==> src/rtl/hard_reset_phy_tx_pkg.sv <==
// Shared definitions for the hard/cable reset PHY transmitter: transmit type
// codes, 4b5b K-code constants, FSM state encoding and the ordered-set lookup.
package hard_reset_phy_tx_pkg;

    localparam logic [2:0] TT_HARD_RESET  = 3'b101;
    localparam logic [2:0] TT_CABLE_RESET = 3'b110;

    localparam logic [4:0] K_RST1  = 5'b00111;
    localparam logic [4:0] K_RST2  = 5'b11001;
    localparam logic [4:0] K_SYNC1 = 5'b11000;
    localparam logic [4:0] K_SYNC3 = 5'b00110;

    localparam int ORDSET_BITS = 20;

    typedef enum logic [1:0] {
        ST_IDLE,
        ST_PREAMBLE,
        ST_ORDSET,
        ST_DONE
    } state_t;

    // True for the two transmit types this PHY knows how to send.
    function automatic logic is_reset_type(input logic [2:0] ttype);
        return (ttype == TT_HARD_RESET) || (ttype == TT_CABLE_RESET);
    endfunction

    // 5-bit K-code for symbol position idx of the ordered set of ttype.
    function automatic logic [4:0] ordset_symbol(input logic [2:0] ttype,
                                                 input logic [1:0] idx);
        logic [4:0] sym;
        sym = K_RST1;
        if (ttype == TT_CABLE_RESET) begin
            case (idx)
                2'd1:    sym = K_SYNC1;
                2'd3:    sym = K_SYNC3;
                default: sym = K_RST1;
            endcase
        end else if (idx == 2'd3) begin
            sym = K_RST2;
        end
        return sym;
    endfunction

endpackage

==> src/rtl/hard_reset_phy_tx_bmc_encoder.sv <==
// Biphase-mark encoder: one strobe per half-bit; the line toggles at every bit
// boundary and additionally at mid-bit when the NRZ bit is 1.
module bmc_encoder
    import hard_reset_phy_tx_pkg::*;
(
    input  logic clk,
    input  logic reset,
    input  logic load,         // start of a new transmission: line back to 0
    input  logic half_tick,    // end of the current half-bit
    input  logic second_half,  // half_tick closes the second half of a bit
    input  logic nrz_bit,
    output logic line_level
);

    logic level_reg;

    // Toggle at a bit boundary always, at mid-bit only for a 1.
    always_ff @(posedge clk) begin
        if (reset || load) begin
            level_reg <= 1'b0;
        end else if (half_tick) begin
            level_reg <= level_reg ^ (second_half | nrz_bit);
        end
    end

    assign line_level = level_reg;

endmodule

==> src/rtl/hard_reset_phy_tx.sv <==
// Hard/Cable Reset PHY transmit stage: preamble plus 4-symbol ordered set,
// paced by an external bit_tick. Optional macro HR_PHY_BMC_EN selects
// BMC line coding with bit_tick as a half-bit strobe.
module hard_reset_phy_tx
    import hard_reset_phy_tx_pkg::*;
#(
    parameter int PREAMBLE_BITS = 64
) (
    input  logic       clk,
    input  logic       reset,
    input  logic       phy_request,
    input  logic [2:0] transmit_type,
    input  logic       bit_tick,
    output logic       tx_en,
    output logic       tx_data,
    output logic       phy_response,
    output logic       tx_busy
);

    localparam logic [6:0] PRE_LAST = 7'(PREAMBLE_BITS - 1);
    localparam logic [6:0] ORD_LAST = 7'(ORDSET_BITS - 1);

    state_t     state_reg, state_next;
    logic [6:0] bit_cnt_reg, bit_cnt_next;
    logic [1:0] sym_idx_reg, sym_idx_next;
    logic [2:0] type_reg, type_next;
    logic       resp_reg, resp_next;

    logic       active;
    logic       step;       // one full bit time has elapsed
    logic [6:0] sym_base;
    logic [2:0] bit_pos;    // bit position inside the current symbol
    logic [4:0] sym_code;
    logic       nrz_bit;

    assign active   = (state_reg == ST_PREAMBLE) || (state_reg == ST_ORDSET);
    assign sym_base = {3'b000, sym_idx_reg, 2'b00} + {5'b00000, sym_idx_reg};
    assign bit_pos  = 3'(bit_cnt_reg - sym_base);
    assign sym_code = ordset_symbol(type_reg, sym_idx_reg);

    // NRZ bit currently on the line; preamble alternates starting with 0.
    always_comb begin
        nrz_bit = 1'b0;
        if (state_reg == ST_PREAMBLE) begin
            nrz_bit = bit_cnt_reg[0];
        end else if (state_reg == ST_ORDSET) begin
            nrz_bit = sym_code[bit_pos];
        end
    end

`ifdef HR_PHY_BMC_EN
    logic phase_reg;
    logic accept;
    logic half_tick;
    logic line_level;

    assign accept    = (state_reg == ST_IDLE) && phy_request && is_reset_type(transmit_type);
    assign half_tick = active && phy_request && bit_tick;
    assign step      = bit_tick && phase_reg;

    // Half-bit phase: 0 while the first half of a bit is on the line.
    always_ff @(posedge clk) begin
        if (reset || accept) begin
            phase_reg <= 1'b0;
        end else if (half_tick) begin
            phase_reg <= ~phase_reg;
        end
    end

    bmc_encoder u_bmc (
        .clk        (clk),
        .reset      (reset),
        .load       (accept),
        .half_tick  (half_tick),
        .second_half(phase_reg),
        .nrz_bit    (nrz_bit),
        .line_level (line_level)
    );

    assign tx_data = active && line_level;
`else
    assign step    = bit_tick;
    assign tx_data = nrz_bit;
`endif

    // State, counters, latched type and the registered completion pulse.
    always_ff @(posedge clk) begin
        if (reset) begin
            state_reg   <= ST_IDLE;
            bit_cnt_reg <= '0;
            sym_idx_reg <= '0;
            type_reg    <= '0;
            resp_reg    <= 1'b0;
        end else begin
            state_reg   <= state_next;
            bit_cnt_reg <= bit_cnt_next;
            sym_idx_reg <= sym_idx_next;
            type_reg    <= type_next;
            resp_reg    <= resp_next;
        end
    end

    // Next-state logic; a dropped request always beats a coincident tick.
    always_comb begin
        state_next   = state_reg;
        bit_cnt_next = bit_cnt_reg;
        sym_idx_next = sym_idx_reg;
        type_next    = type_reg;
        resp_next    = 1'b0;
        case (state_reg)
            ST_IDLE: begin
                if (phy_request && is_reset_type(transmit_type)) begin
                    state_next   = ST_PREAMBLE;
                    bit_cnt_next = '0;
                    sym_idx_next = '0;
                    type_next    = transmit_type;
                end
            end
            ST_PREAMBLE: begin
                if (!phy_request) begin
                    state_next = ST_IDLE;
                end else if (step) begin
                    if (bit_cnt_reg == PRE_LAST) begin
                        state_next   = ST_ORDSET;
                        bit_cnt_next = '0;
                        sym_idx_next = '0;
                    end else begin
                        bit_cnt_next = bit_cnt_reg + 7'd1;
                    end
                end
            end
            ST_ORDSET: begin
                if (!phy_request) begin
                    state_next = ST_IDLE;
                end else if (step) begin
                    if (bit_cnt_reg == ORD_LAST) begin
                        state_next = ST_DONE;
                        resp_next  = 1'b1;
                    end else begin
                        bit_cnt_next = bit_cnt_reg + 7'd1;
                        if (bit_pos == 3'd4) begin
                            sym_idx_next = sym_idx_reg + 2'd1;
                        end
                    end
                end
            end
            ST_DONE: begin
                // Hold here until the request is released so one request
                // never produces a second transmission.
                if (!phy_request) begin
                    state_next = ST_IDLE;
                end
            end
            default: state_next = ST_IDLE;
        endcase
    end

    assign tx_en        = active;
    assign tx_busy      = (state_reg != ST_IDLE);
    assign phy_response = resp_reg;

endmodule

==> config.mk <==
export PLATFORM = sky130hd
export DESIGN_NAME = hard_reset_phy_tx
export DESIGN_NICKNAME = d
export VERILOG_FILES = /design/src/rtl/hard_reset_phy_tx_pkg.sv /design/src/rtl/hard_reset_phy_tx_bmc_encoder.sv /design/src/rtl/hard_reset_phy_tx.sv
export SDC_FILE = /design/constraint.sdc
export NUM_CORES = 1
export LEC_CHECK = 0
export ABC_AREA = 0
export CORE_MARGIN = 5
export CORE_UTILIZATION = 40
export DETAILED_ROUTE_END_ITERATION = 10
export GPL_ROUTABILITY_DRIVEN = 1
export PLACE_DENSITY_LB_ADDON = 0.3
export SLEW_MARGIN = 0
export SYNTH_ARGS = -nofsm -noshare
export SYNTH_HDL_FRONTEND = slang
export SYNTH_SLANG_ARGS = --single-unit
==> constraint.sdc <==
create_clock -name clk -period 2.9 [get_ports clk]
set_clock_uncertainty 0.2 [all_clocks]
set_input_delay 0.725 -clock clk [delete_from_list [all_inputs] [get_ports clk]]
set_output_delay 0.725 -clock clk [all_outputs]
set_load 0.03 [all_outputs]
Word-level counts from Yosys, hierarchy flattened
Index checks and enable logic that the tools add are counted.
- eq/ne operators: 24
- reduce and logical (&&, ||, !) cells: 11
- $add $sub $neg: 4
- bitwise operators: 3
- multiplexer cells: 34
- $lt $le $gt $ge: 1
- operators with widths (cell ; count):
    2-to-1 mux 7 bit ; 7
    2-to-1 mux 2 bit ; 16
    one-hot mux 7 bit (3 select lines) ; 1
    != test 2 bit, second input constant ; 7
    equality test 3 bit, second input constant ; 4
    2-to-1 mux 5 bit ; 2
    one-hot mux 5 bit (2 select lines) ; 1
    AND reduction 9 bit ; 1
    one-hot mux 2 bit (4 select lines) ; 1
    adder 7 x 1 -> 7 bit, second input constant ; 1
    equality test 7 x 5 -> 1 bit, second input constant ; 1
    equality test 7 x 6 -> 1 bit, second input constant ; 1
    AND reduction 7 bit ; 1
    equality test 2 bit, second input constant ; 3
    != test 3 x 2 -> 1 bit, second input constant ; 2
    != test 3 bit, second input constant ; 2
    one-hot mux 2 bit (3 select lines) ; 1
    AND reduction 6 bit ; 1
    equality test 2 x 1 -> 1 bit, second input constant ; 2
    < comparator 3 x 4 -> 1 bit, second input constant ; 1
    2-to-1 mux 1 bit ; 4
    != test 2 x 1 -> 1 bit, second input constant ; 2
    OR reduction 4 bit ; 1
    adder 3 x 2 -> 3 bit ; 1
    other kinds (10) ; 13
- output and inout port bits: 4
- bits of input ports: 7
- register bits after elaboration: 15

Longest topological paths before layout
- depth in word-level cells: 8
- mapped depth: 9
- depth with buffers taken out: 9

Least setup slack after synthesis
Ideal clock, no wire load.
- path type: register to output
- from: reg sym_idx_reg[0]
- to: out tx_data
- cell stages (with the launch flop): 8
- arrival time: 2.310 ns
- slack: -0.335 ns
- path through: dfxtp_1 > ha_1 > inv_1 > fa_1 > xnor3_1 > nor4bb_1 > a31oi_1 > o31ai_1
- word-level cells in the longest chain between the ends: 7
- RTL lines (item ; RTL line ; text):
    start, declared ; hard_reset_phy_tx.sv:25 ; logic [1:0] sym_idx_reg, sym_idx_next;
    start signal, assigned ; hard_reset_phy_tx.sv:97 ; sym_idx_reg <= sym_idx_next;
    parallel branches: the longest is 3 deep, another holds adder 3 x 2 -> 3 bit ; n/a ;
    binary-select mux 1 bit (select 3 bit) * ; hard_reset_phy_tx.sv:47 ; nrz_bit = sym_code[bit_pos];
    2-to-1 mux 1 bit (not written as such) * ; hard_reset_phy_tx.sv:47 ;
    2-to-1 mux 1 bit * ; hard_reset_phy_tx.sv:46 ; end else if (state_reg == ST_ORDSET) begin
    2-to-1 mux 1 bit * ; hard_reset_phy_tx.sv:44 ; if (state_reg == ST_PREAMBLE) begin
    end, declared ; hard_reset_phy_tx.sv:15 ; output logic tx_data,
Every way passes the cells marked *. The select of a mux whose other input is x is not followed.

Worst setup path after layout
- from: reg bit_cnt_reg[0]
- to: out tx_data
- word-level cells in the longest chain between the ends: 5
- RTL lines (item ; RTL line ; text):
    start, declared ; hard_reset_phy_tx.sv:24 ; logic [6:0] bit_cnt_reg, bit_cnt_next;
    start signal, assigned ; hard_reset_phy_tx.sv:96 ; bit_cnt_reg <= bit_cnt_next;
    subtractor 3 bit ; hard_reset_phy_tx.sv:38 ; assign bit_pos = 3'(bit_cnt_reg - sym_base);
    binary-select mux 1 bit (select 3 bit) ; hard_reset_phy_tx.sv:47 ;
    2-to-1 mux 1 bit (not written as such) ; hard_reset_phy_tx.sv:47 ;
    2-to-1 mux 1 bit ; hard_reset_phy_tx.sv:46 ;
    2-to-1 mux 1 bit * ; hard_reset_phy_tx.sv:44 ;
Mark *: on every way between the ends. The rest lies on a longest branch, timed or not. The select of a mux whose other input is x is not followed.

==> reports/metrics.yaml <==
timing:
  fin_crit_ns: 3.163
  hold_violations: 0
  max_freq_mhz: 316.2
  setup_viol_count_final: 1
  fin_crit_sh: 1.091
  worstMarginPinSlew_ns: 0.6145
  finalSetupTns_ns: -0.2629
  rsz0062_at_grt: "yes"
  maxSlewHeadroom: 0.5891
  slew_viol_final: 0
  worst_slack_ns: -0.2629
clocking:
  clock_latency_ns: 0.28
  cts_tree: "yes"
  h-tree-depth: 1
  cts_hold_buf: 0
  cts_buffer_depth: 2
  cts_sinks: 15
  clockRootBuffer: "clkbuf_4"
  cts_buffers: 3
  clk_pin_slew_ns: 0.10
finish:
  multi_input_area_um2: 843.3
  syn_to_final_growth_pct: 29.52
  fillers: 249
  drive_above_1_share: 0.2822
  fin_nets: 183
  final_core_util: 0.5448
  largest_reg_flops: 7
  diodes: 0
  seq_area_um2: 302.8
drt:
  first_pass_iters: 4
  dr_total_vias: 1063
  routed_wl_mm: 2.654
  viasPerCell: 5.479
  drt_iter0_markers: 32
  drc_errors: 0
  avgRoutedWirePerCell_um: 13.68
  ant_nets: 0
placement:
  place_congestion: 0.8973
  io_buffers: 10
  dpl.hpwl_mm: 2.057
  pre_cts_ws_ns: -0.5882
yosys:
  synth-edff-count: 0
  avgSynthCellArea_um2: 8.730
  synth-async-reset-ratio: 0
  synth_cell_types: 46
  syn_area_um2: 1170
  synth_flop_cell: "dfxtp_1"
  ys_warn_count: 0
  synth_top_area_cell: "dfxtp_1"
  ys_ff_latch: 15
  synth_fp_nets: 153
  yosysTopAreaCellShare: 0.2567
  synth_seq_area_share: 0.2567
  synth_area_leaders: "dfxtp_1 (26%), ha_1 (12%), a21oi_1 (6.4%)"
  synth_common_cells: "a21oi_1 (15), dfxtp_1 (15), inv_1 (12)"
  postSynthCellCount: 134
global_route:
  grt_max_degree: 18
  grt_pass1_wl_mm: 4.560
  antenna_found_initial: 0
  track_usage: 0.1348
  grt_pass1_vias: 1058
  grt-ovfl-total: 0
worst_setup_path:
  crit_fanout: 3
  cp_data_arrival_time_ns: 2.24
  worst-setup-path-type: "flip-flop to output pin"
  cp_slowest_stage_delay_ns: 0.51
  path_cells: "inv_2, ha_4, inv_2, fa_2, or4_4, a31oi_4, o31ai_4, buf_6"
  required_ns: 1.98
  critPathLaunchType: "flip-flop"
  cp_top_family: "adder cells"
  crit_path_top_delay_cell: "or4_4"
  cp_common_cell: "inv_2"
  crit_buf_inv: 3
  crit_path_end_kind: "output pin"
floorplanning:
  die_h_um: 64.08
  start_util: 0.4206
  die-area_um2: 4106
  io_pins: 11
  coreArea_um2: 2781
  die_w_um: 64.08
  num_rows: 19
power_and_ir_drop:
  p_leak_nw: 0.5707
  cellPowerDensity_nw_per_um2: 337.7
  ir_drop_uv: 265.1
min_path:
  hold_path.class: "flip-flop to flip-flop"
job:
  drv_cap: 0
run_status:
  violations: "setup timing"
  outcome: "finished with violations"
-- path summary, 6_finish.rpt --
kind	slack, ns	endpoint	depth (start not counted)	startpoint
max	-0.26	tx_data	8	bit_cnt_reg[0]
min	0.33	bit_cnt_reg[4]	2	bit_cnt_reg[4]
max reg2reg	0.34	bit_cnt_reg[4]	8	state_reg[0]
min reg2reg	0.33	bit_cnt_reg[4]	2	bit_cnt_reg[4]
-- power breakdown --
group          internal (W)  switching (W)  total [W]  leakage [nW]
logic             0.0000750      0.0000989   0.000174         0.433
registers          0.000212     0.00000640   0.000219         0.122
clock network     0.0000532      0.0000659   0.000119        0.0150
-- metal layers --
| layer | track usage | up-vias | share of wire |
|---|---|---|---|
| li1 | - | 545 | - |
| met1 | 0.1644 | 499 | 0.48 |
| met2 | 0.2399 | 15 | 0.48 |
| met3 | 0.01926 | 4 | 0.026 |
| met4 | 0.04416 | 0 | 0.011 |
| met5 | 0 | - | 0 |
-- worst min-delay path: stages (launching register included) --
cell	delay (ns)
dfxtp_1	0.34
o21ai_0	0.08
a21oi_1	0.07
-- cells in the final DEF, fill, tap and decap left out, types with 3 or more instances in the layout --
| cell | count |
|---|---|
| or4_1 | 3 |
| clkbuf_4 | 3 |
| o21ai_0 | 7 |
| inv_1 | 10 |
| clkdlybuf4s50_1 | 9 |
| or3_1 | 3 |
| ha_1 | 10 |
| nand2_1 | 9 |
| buf_4 | 21 |
| dfxtp_1 | 13 |
| nand3_1 | 4 |
| mux2i_1 | 3 |
| nor2_1 | 7 |
| a21oi_1 | 15 |
-- what timing repair did --
item                                    CTS  global route
endpoints found under the setup margin    1             1
hold endpoints to repair                  0             0
gates resized for setup                  16             0
setup buffers                             3             0
pin swaps                                 6             0
-- cell type report --
cell class,instances,area share
clock buffers,4,0.01734
well taps,31,0.02560
multi-input cells,101,0.5566
inverters,12,0.02973
flip-flops and latches,15,0.1998
repair buffers,31,0.1709
-- per-stage QoR --
stage / area [um2] / power [W] / hold slack [ns] / instances
2_1_floorplan: 1199 / 0.0003433 / 0.2319 / 134
3_3_place_gp: 1423 / 0.0003905 / 0.2978 / 187
3_5_place_dp: 1423 / 0.0003939 / 0.3162 / 187
4_1_cts: 1515 / 0.0005155 / 0.3324 / 194
5_1_grt: 1515 / 0.0005406 / 0.3764 / 194
6_report: 1515 / 0.0005117 / 0.3291 / 194
-- logic make-up (layout without fill, tap and decap cells) --
| family | Yosys count | in the layout | synth area share |
|---|---|---|---|
| buf+inv | 18 | 47 | 0.08127 |
| simple gates | 45 | 45 | 0.2289 |
| compound gates | 39 | 39 | 0.2460 |
| mux | 3 | 3 | 0.02567 |
| flops | 15 | 15 | 0.2567 |
| fa+ha+maj | 12 | 12 | 0.1348 |
| xor+xnor | 2 | 2 | 0.02674 |
Note: power is estimated with default switching activity, not from simulation.
